**src/rtl/mcb_port_master.sv**
```systemverilog
// Single-word MCB port-0 master: turns one client read/write into a command/data FIFO
// exchange, with read timeout, sticky FIFO error flags and drain of stray read data.
module mcb_port_master #(
  parameter int unsigned TIMEOUT_CYCLES = 1024
) (
  input  logic        clk,
  input  logic        rst,
  input  logic        calib_done,
  input  logic        req_valid,
  output logic        req_ready,
  input  logic        req_we,
  input  logic [29:0] req_addr,
  input  logic [31:0] req_wdata,
  input  logic [3:0]  req_be,
  output logic        resp_valid,
  output logic [31:0] resp_rdata,
  output logic        busy,
  output logic [1:0]  err,
  output logic        cmd_en,
  output logic [2:0]  cmd_instr,
  output logic [5:0]  cmd_bl,
  output logic [29:0] cmd_addr,
  input  logic        cmd_full,
  output logic        wr_en,
  output logic [3:0]  wr_mask,
  output logic [31:0] wr_data,
  input  logic        wr_full,
  input  logic        wr_underrun,
  output logic        rd_en,
  input  logic [31:0] rd_data,
  input  logic        rd_empty,
  input  logic        rd_overflow
);

  localparam int unsigned TW = (TIMEOUT_CYCLES > 1) ? $clog2(TIMEOUT_CYCLES) : 1;

  typedef enum logic [2:0] {
    IDLE    = 3'd0,
    WR_DATA = 3'd1,
    WR_CMD  = 3'd2,
    RD_CMD  = 3'd3,
    RD_WAIT = 3'd4,
    DONE    = 3'd5
  } state_t;

  state_t        r_state;
  logic [29:0]   r_addr;
  logic [31:0]   r_wdata;
  logic [3:0]    r_mask;
  logic          r_we;
  logic [TW-1:0] r_timer;
  logic [31:0]   r_rdata;
  logic [1:0]    r_err;
  logic          w_timeout;

  // FIFO strobes react to full/empty in the same cycle; rst gates them so nothing fires in reset
  assign req_ready = !rst && (r_state == IDLE) && calib_done && rd_empty;
  assign wr_en     = !rst && (r_state == WR_DATA) && !wr_full;
  assign cmd_en    = !rst && ((r_state == WR_CMD) || (r_state == RD_CMD)) && !cmd_full;
  assign rd_en     = !rst && ((r_state == RD_WAIT) || (r_state == IDLE)) && !rd_empty;

  assign resp_valid = (r_state == DONE);
  assign busy       = (r_state != IDLE);
  assign resp_rdata = r_rdata;
  assign err        = r_err;
  assign cmd_instr  = {2'b00, ~r_we};
  assign cmd_bl     = 6'd0;
  assign cmd_addr   = r_addr & ~30'h3;
  assign wr_mask    = r_mask;
  assign wr_data    = r_wdata;
  assign w_timeout  = (r_timer == TW'(TIMEOUT_CYCLES - 1));

  always_ff @(posedge clk or posedge rst) begin
    if (rst) begin
      r_state <= IDLE;
      r_addr  <= '0;
      r_wdata <= '0;
      r_mask  <= '0;
      r_we    <= 1'b0;
      r_timer <= '0;
      r_rdata <= '0;
      r_err   <= '0;
    end else begin
      if (wr_underrun || rd_overflow) r_err[1] <= 1'b1;
      case (r_state)
        IDLE: begin
          // stray words are popped by rd_en; acceptance waits until the FIFO is empty
          if (req_valid && req_ready) begin
            r_addr  <= req_addr;
            r_wdata <= req_wdata;
            r_mask  <= ~req_be;
            r_we    <= req_we;
            r_state <= req_we ? WR_DATA : RD_CMD;
          end
        end
        WR_DATA: if (wr_en) r_state <= WR_CMD;
        WR_CMD:  if (cmd_en) r_state <= DONE;
        RD_CMD: begin
          if (cmd_en) begin
            r_timer <= '0;
            r_state <= RD_WAIT;
          end
        end
        RD_WAIT: begin
          if (rd_en) begin
            r_rdata <= rd_data;
            r_state <= DONE;
          end else if (w_timeout) begin
            r_err[0] <= 1'b1;
            r_rdata  <= 32'hDEAD_BEEF;
            r_state  <= DONE;
          end else begin
            r_timer <= r_timer + TW'(1);
          end
        end
        DONE:    r_state <= IDLE;
        default: r_state <= IDLE;
      endcase
    end
  end

endmodule

```
**config.mk**
```make
export PLATFORM = sky130hd
export DESIGN_NAME = mcb_port_master
export DESIGN_NICKNAME = d
export VERILOG_FILES = /design/src/rtl/mcb_port_master.sv
export SDC_FILE = /design/constraint.sdc
export NUM_CORES = 1
export LEC_CHECK = 0
export CAP_MARGIN = 15
export CORE_AREA = 10 10 135 112
export DETAILED_ROUTE_END_ITERATION = 7
export DIE_AREA = 0 0 145 122
export PLACE_DENSITY = 0.75
export SETUP_SLACK_MARGIN = 0.1
export SYNTH_ARGS = -nofsm -noshare
export SYNTH_HDL_FRONTEND = slang
export SYNTH_SLANG_ARGS = --single-unit
```
**constraint.sdc**
```tcl
create_clock -name clk -period 4.5 [get_ports clk]
set_clock_uncertainty 0.05 [all_clocks]
set_input_delay 0.9 -clock clk [delete_from_list [all_inputs] [get_ports clk]]
set_output_delay 0.9 -clock clk [all_outputs]
set_load 0.01 [all_outputs]
```
; Word level (Yosys, flattened, before mapping)
; Index checks and enable logic that the tools add are counted.
[classes]
addsub = 1
n_eq_ne = 13
n_mux = 14
bitwise_logic = 3
reduce_logical = 26
[op_table]
columns = cell, count
row1 = $mux 32, 2
row2 = $mux 10, 3
row3 = $pmux 10 s2, 1
row4 = $mux 3, 6
row5 = $pmux 3 s5, 1
row6 = $add 10x1->10 const B, 1
row7 = $eq 10x10->1 const B, 1
row8 = $logic_and 1x1->1, 10
row9 = $ne 2x2->1 const B, 5
row10 = $eq 3x2->1 const B, 2
row11 = $eq 3x3->1 const B, 2
row12 = $reduce_and 5->1, 1
row13 = $logic_not 1->1, 4
row14 = $not 4->4, 1
row15 = $reduce_and 2->1, 2
row16 = $reduce_and 4->1, 1
row17 = $reduce_bool 2->1, 2
row18 = $eq 3x1->1 const B, 1
row19 = $logic_not 3->1, 1
row20 = $logic_or 1x1->1, 3
row21 = $ne 3x3->1 const B, 1
row22 = $reduce_and 3->1, 1
row23 = $reduce_bool 3->1, 1
row24 = $mux 2, 1
row25 = other kinds (2), 3
[totals]
regBits = 114
in_bits = 108
out_inout_bits = 115
word_cells = 66

; Depth between registers and ports, before layout
; Gate-level depths: netlist (run 1).
[logic_depth]
word_depth = 7
depth_mapped = 6
mapped_depth_nobuf = 5

; Worst setup path before layout (run 1)
; No wires, ideal clock.
[synth_timing]
path_kind = input to output
start = input port rst
end = output port wr_en
t_arrival_ps = 3794
required_ps = 3550
setup_slack_ps = -244
cell_stages = 3
n_path_buf = 0
path_cell_list = inv_1 nand3_1 nor2_1
[synth_via]
elab_chain_cells = 3
[synth_lines]
columns = item, line
row1 = start: declaration, 7  ; input logic rst,
row2 = $logic_not 1->1 (no line), -
row3 = $logic_and 1x1->1 (2 in a row), 58  ; assign wr_en = !rst && (r_state == WR_DATA) && !wr_full;
row4 = end: declaration, 24  ; output logic wr_en,
; Every way passes these cells.

; Worst setup path in the final report (run 1)
[layout_timing]
start = input port rst
end = output port rd_en
[layout_via]
elab_chain_cells = 3
[layout_lines]
columns = item, line
row1 = $logic_not 1->1 (no line), -
row2 = $logic_and 1x1->1 (2 in a row), 60  ; assign rd_en = !rst && ((r_state == RD_WAIT) || (r_state == IDLE)) && !rd_empty;
row3 = end: declaration, 29  ; output logic rd_en,
; Every way passes these cells.

==> results of run 1 <==
==> area by class of cell <==
class,count,share of cell area (%)
inverter,3,0.211
clock inverter,5,0.546
clock buffer,11,3.42
tap,175,3.08
multi-input combinational,192,22.6
sequential,112,39.5
timing repair buffer,216,30.7
==> worst max-delay path, stage by stage <==
cell,delay (ns)
clkdlybuf4s50_1,0.62
or2_1,0.41
nor3_1,0.15
clkdlybuf4s50_1,0.57
==> state kept, by name (all words and copies together) (netlist names) <==
name,count
r_addr,28
wr_data,32
resp_rdata,32
wr_mask,4
r_state,3
err,2
r_timer,10
r_we,1
==> per-stage QoR <==
| step | instances | utilization, % | hold slack, ns | total power [mW] |
|---|---|---|---|---|
| after floorplan | 335 | - | 0.387 | 2.45 |
| after global placement | 697 | 54.1 | 0.407 | 3.58 |
| after detailed placement | 697 | 54.1 | 0.416 | 3.65 |
| after CTS | 713 | 56.4 | 0.436 | 4.42 |
| after global routing | 714 | 56.6 | 0.449 | 4.62 |
| final | 714 | 56.6 | 0.435 | 4.36 |
==> kinds of logic (layout without fill, tap and decap cells) <==
kind of cell    after synthesis  in the layout  synth area share (%)
compound gates               62             62                  11.0
buf+inv                      31            235                  3.84
mux                          64             64                  15.8
flops                       112            112                  61.9
simple gates                 55             55                  7.15
other cells                   1             10                0.0828
fa+ha+maj                     1              1                 0.276
==> per-layer routing <==
layer	global-route usage, %	up-vias
li1	-	1590
met1	16.6	1727
met2	23.7	141
met3	7.45	11
met4	3.44	0
met5	0	-
==> how the worst max path moves through the flow <==
stage	startpoint	to	depth (start not counted)
after floorplan	rst	wr_en	3
after global placement	rst	rd_en	4
after detailed placement	rst	rd_en	4
after CTS	rst	rd_en	4
after global routing	rst	rd_en	4
final	rst	rd_en	4
==> cell usage in the layout (no fill, tap or decap), types with 5 or more instances in the layout <==
cell	instances
a22o_1	9
a31oi_1	5
clkbuf_16	9
clkdlybuf4s50_1	210
conb_1	10
dfrtp_1	112
mux2_2	61
nand2_1	17
nand3_1	7
nor2_1	5
o21ai_0	8
o22a_1	20
==> power breakdown <==
group	switching [mW]	internal, mW	total (mW)	leakage [nW]
Sequential	0.268	1.46	1.73	1.35
Combinational	0.698	1.18	1.87	1.47
Clock	0.364	0.396	0.759	0.137
Total	1.33	3.03	4.36	2.96
==> implementation parameters, run 1 <==
Parameter                              Value

Cells and area
  Number of fill cells    ~1000
  Fraction of final layout cells sized beyond drive strength 1    ~17%
  Final Instance Area    7100 um^2
  Multi-input combinational cell area    around 1600 um^2
  # diodes    0
  Area occupied by registers    2800 um^2
  Final net count    643
  Post-synthesis to final-layout area growth    56.7%

Floorplan
  Number of ports placed on the die boundary    approximately 220
  Horizontal extent of the die    ~150 um
  Die boundary height    approximately 120 um
  Floorplan die area    roughly 18000 um^2
  Placeable Area    12500 um^2
  Effective utilization at floorplan    approximately 36%
  Site Rows    37

Logic synthesis
  Synthesis warning total    0
  Largest area contributor in the synthesized netlist    dfrtp_1
  Synthesized area    4530 um^2
  Top flip-flop cell by instance count after synthesis    dfrtp_1
  Sequential fraction of the synthesis area    a little over 60%
  Synth cell types    46
  Gate count of the mapped netlist    approximately 330
  Most instantiated library cell after synthesis    dfrtp_1
  Leading cell types by count after synthesis    112 x dfrtp_1, 61 x mux2_2, 20 x o22a_1
  Number of synthesized flops with an enable pin    0
  Async S/R FF share, synth    100%
  Leading post-synthesis cells by cell area    dfrtp_1 62%, mux2_2 15%, o22a_1 3.9%
  Average instance area after synthesis    13.9 um^2
  Area fraction of the dominant cell type after synthesis    61.9%
  Total of flip-flops plus latches after synthesis    approximately 110

Power
  Static Leakage    slightly below 3 nW
  Power density over the cells    615 nW/um^2
  Peak supply drop    roughly 0.28 mV

CTS
  CTS hold repair buffers    0
  Clock network latency to the later pin of the worst-skew pair    approximately 0.34 ns
  Clk slew on worst S/H paths    0.07 ns
  TritonCTS sink count    approximately 110
  Worst-case clock buffer depth    2
  Setup Buffers After CTS    0
  CTS tree    yes
  Cells resized by post-CTS repair    0
  CTS Buf Count    9
  H-tree level count    3
  Clock Root Buffer    clkbuf_16

Placed design
  Placed standard-cell area    between 6000 and 7000 um^2
  Post-DP HPWL    10200 um
  Global placer's final weighted congestion    0.728
  Setup WS pre-CTS    about 0.9 ns
  Port-buffer cells    210

STA
  Max-slew violations    0
  Fin Setup TNS    0 ns
  Final-report setup violation count    0
  Worst path setup slack after routing    0.903 ns
  Hold Vio Cnt, Final    0
  Worst slew margin    47.1%
  Final period demand of the worst path    between 3 and 4 ns
  Slew @ Worst Pin    just under 0.8 ns
  Setup repair after global routing missed its margin    no
  Fmax achieved    approximately 280 MHz
  Period Utilization, post-route    79.9%

Setup path
  R2R cell count    5
  Critical R2R Launch    r_state[2]$_DFFE_PP0P_
  Critical Path Sink Type    output pin
  WS Path Type    in2out
  R2r setup slk    between 1.5 and 2 ns
  Required time of the critical path    about 3.6 ns
  Crit-path max FO    8
  Endpoint arrival time on the critical path    approximately 2.7 ns
  Worst reg2reg endpoint    resp_rdata[26]$_DFFE_PP0P_
  Launching element type of the critical path    input pin

Routing
  Overall via count from detail_route    around 3500
  Length of the first detailed-routing pass in iterations    4
  Number of nets still failing antenna checks after routing    0
  Uppermost layer routed    met4
  Drc violations    0
  Met3 layer wire length in the routed design    roughly 1300 um
  Amount of wire on met2 after detailed routing    6460 um
  Drt total wl    roughly 13000 um
  Met1 routed wirelength after detailed routing    5340 um
  Routed len/inst    roughly 19 um
  Initial DRC count    approximately 160
  Number of vias per cell    between 4 and 5

Job
  Max Cap Viol    0

Min path
  Hold path startpoint    err[1]$_DFFE_PP0P_
  End point of the most critical hold path    err[1]$_DFFE_PP0P_
  Worst hold-check path type    reg2reg
  Worst Hold Path Cells    1

Global route
  Vias in the first global route    between 3000 and 4000
  Global-route wire length before repair    20600 um
  Total global routing track utilization    14.5%
  Number of antenna violations at the first check in global routing    0
  Remaining Overflow, GRT    0
  Maximum number of pins on one net before global-route repair    83

Run status
  Outcome    complete, no violations
Power figures use the tool's default switching activity.
==> run 2: changes to the inputs <==
CORE_AREA = 10 10 130 109   (was 10 10 135 112)
DIE_AREA = 0 0 140 119   (was 0 0 145 122)
PLACE_DENSITY = 0.76   (was 0.75)
clock period = 3.6 ns   (was 4.5 ns; I/O delays follow)
==> implementation parameters, run 2 (synthesized netlist as in run 1, its figures left out) <==
Parameter                              Value

Floorplan
  Placeable Area    around 12000 um^2
  Floorplan die area    between 15000 and 20000 um^2
  Site Rows    36
  Effective utilization at floorplan    38.7%
  Horizontal extent of the die    roughly 140 um
  Number of ports placed on the die boundary    about 220
  Die boundary height    ~120 um

Placed design
  Port-buffer cells    between 200 and 250
  Post-DP HPWL    10100 um
  Global placer's final weighted congestion    around 0.8
  Placed standard-cell area    a little under 7000 um^2
  Number of cells after detailed placement    approximately 670
  Setup WS pre-CTS    0.318 ns

CTS
  Cells resized by post-CTS repair    0
  Clock Root Buffer    clkbuf_16
  H-tree level count    3
  Clk slew on worst S/H paths    about 0.08 ns
  TritonCTS sink count    112
  CTS tree    yes
  CTS hold repair buffers    0
  Clock network latency to the later pin of the worst-skew pair    0.34 ns
  Worst-case clock buffer depth    2
  CTS Buf Count    9
  Setup Buffers After CTS    0

Setup path
  Crit-path max FO    8
  WS Path Type    in2out
  Cell-by-cell trace of the critical path    clkdlybuf4s50_1, or2_1, nor3_1, clkdlybuf4s50_1
  Launching element type of the critical path    input pin
  Critical Path Sink Type    output pin
  Library cell appearing most often on the critical path    clkdlybuf4s50_1
  R2r setup slk    ~1.2 ns
  Slowest stage cell, crit path    clkdlybuf4s50_1
  Required time of the critical path    2.83 ns
  Worst Path Buf+Inv    2
  Family with the most delay on the worst path    buffers and inverters
  Endpoint arrival time on the critical path    approximately 2.5 ns
  Delay of the slowest critical-path stage    between 0.6 and 0.7 ns

Global route
  Remaining Overflow, GRT    0
  Global-route wire length before repair    approximately 21000 um
  Maximum number of pins on one net before global-route repair    68
  Total global routing track utilization    between 15 and 20%
  Vias in the first global route    3690
  Number of antenna violations at the first check in global routing    0

STA
  Setup repair after global routing missed its margin    no
  Final period demand of the worst path    between 3 and 4 ns
  Slew @ Worst Pin    between 0.8 and 0.9 ns
  Hold Vio Cnt, Final    0
  Fin Setup TNS    0 ns
  Max-slew violations    0
  Worst slew margin    between 40 and 50%
  Final-report setup violation count    0
  Period Utilization, post-route    90.8%
  Post-Route Hold Slack    between 0.4 and 0.5 ns
  Fmax achieved    about 310 MHz
  Worst path setup slack after routing    about 0.33 ns

Min path
  Worst hold-check path type    reg2reg

Routing
  Routed len/inst    18.5 um
  Initial DRC count    100
  Drc violations    0
  Drt total wl    about 13000 um
  Number of vias per cell    4.92
  Number of nets still failing antenna checks after routing    0
  Length of the first detailed-routing pass in iterations    4
  Overall via count from detail_route    about 3400

Power
  Static Leakage    between 2 and 3 nW
  Power density over the cells    between 700 and 800 nW/um^2
  Peak supply drop    approximately 0.4 mV

Cells and area
  Most common library cell in the layout ignoring fill and taps    clkdlybuf4s50_1
  Post-synthesis to final-layout area growth    56.4%
  Fraction of final layout cells sized beyond drive strength 1    17.3%
  Final net count    642
  Most used cells in the layout excluding fill and tap cells    210 x clkdlybuf4s50_1, 112 x dfrtp_1, 61 x mux2_2
  Final Instance Area    around 7100 um^2
  # diodes    0
  Number of fill cells    approximately 940
  Post-Layout Cell Count    690

Run status
  Outcome    complete, no violations

Job
  Max Cap Viol    0
[run 2: cell types whose count changed in the layout (fill, tap and decap cells not counted), sizes merged]
cell and change:
bufinv +1, clkbuf -2, inv +2, clkinv -1
buf -1
[run 2: report_power, final]
group	leakage [nW]	switching, mW	internal (mW)
Sequential	1.35	0.348	1.83
Clock	0.155	0.491	0.564
Combinational	1.46	0.859	1.47
[run 2: path summary, 6_finish.rpt]
kind	startpoint	depth (start not counted)	end
worst max-delay path	rst	4	rd_en
worst min-delay path	err[1]$_DFFE_PP0P_	1	err[1]$_DFFE_PP0P_
worst max register to register	r_state[2]$_DFFE_PP0P_	4	r_timer[3]$_DFFE_PP0P_
worst min register to register	err[1]$_DFFE_PP0P_	1	err[1]$_DFFE_PP0P_
max in group asynchronous	rst	4	wr_data[3]$_DFFE_PP0P_
min in group asynchronous	rst	3	r_we$_DFFE_PP0P_
[run 2: area by class of cell]
cell class                      instances  area [um^2]  share of cell area (%)
Sequential cell                       112         2800                    39.6
Timing Repair Buffer                  215         2150                    30.4
Multi-Input combinational cell        192         1600                    22.6
Clock buffer                            9          225                    3.18
Tap cell                              152          190                    2.68
Clock inverter                          7         96.3                    1.36
Inverter                                3         15.0                   0.212
[run 2: worst register-to-register path: stages (launching register included)]
cell and delay [ns]:
dfrtp_1 0.56, nor3b_2 0.72, o311ai_2 0.40, or3_1 0.44, a21boi_1 0.15
[run 2: layer usage]
metal	track usage (%)	vias up	part of all wire [%]
li1	-	1587	-
met1	17.9	1656	41
met2	23.9	141	48
met3	8.14	14	11
met4	3.61	0	1.4
met5	0	-	0
[run 2: stage by stage]
step / util (%) / power [mW]
4_1_cts: 60.5 / 5.64
6_report: 60.5 / 5.55
5_1_grt: 60.5 / 5.89
3_5_place_dp: 57.7 / 4.56
3_3_place_gp: 57.7 / 4.48
2_1_floorplan: - / 3.07
==> run 3: changes to the inputs <==
CTS_CLUSTER_DIAMETER = 80   (was default)
==> results of run 3 <==
Same layout as run 2: the final DEF is identical, and so are final timing and power.
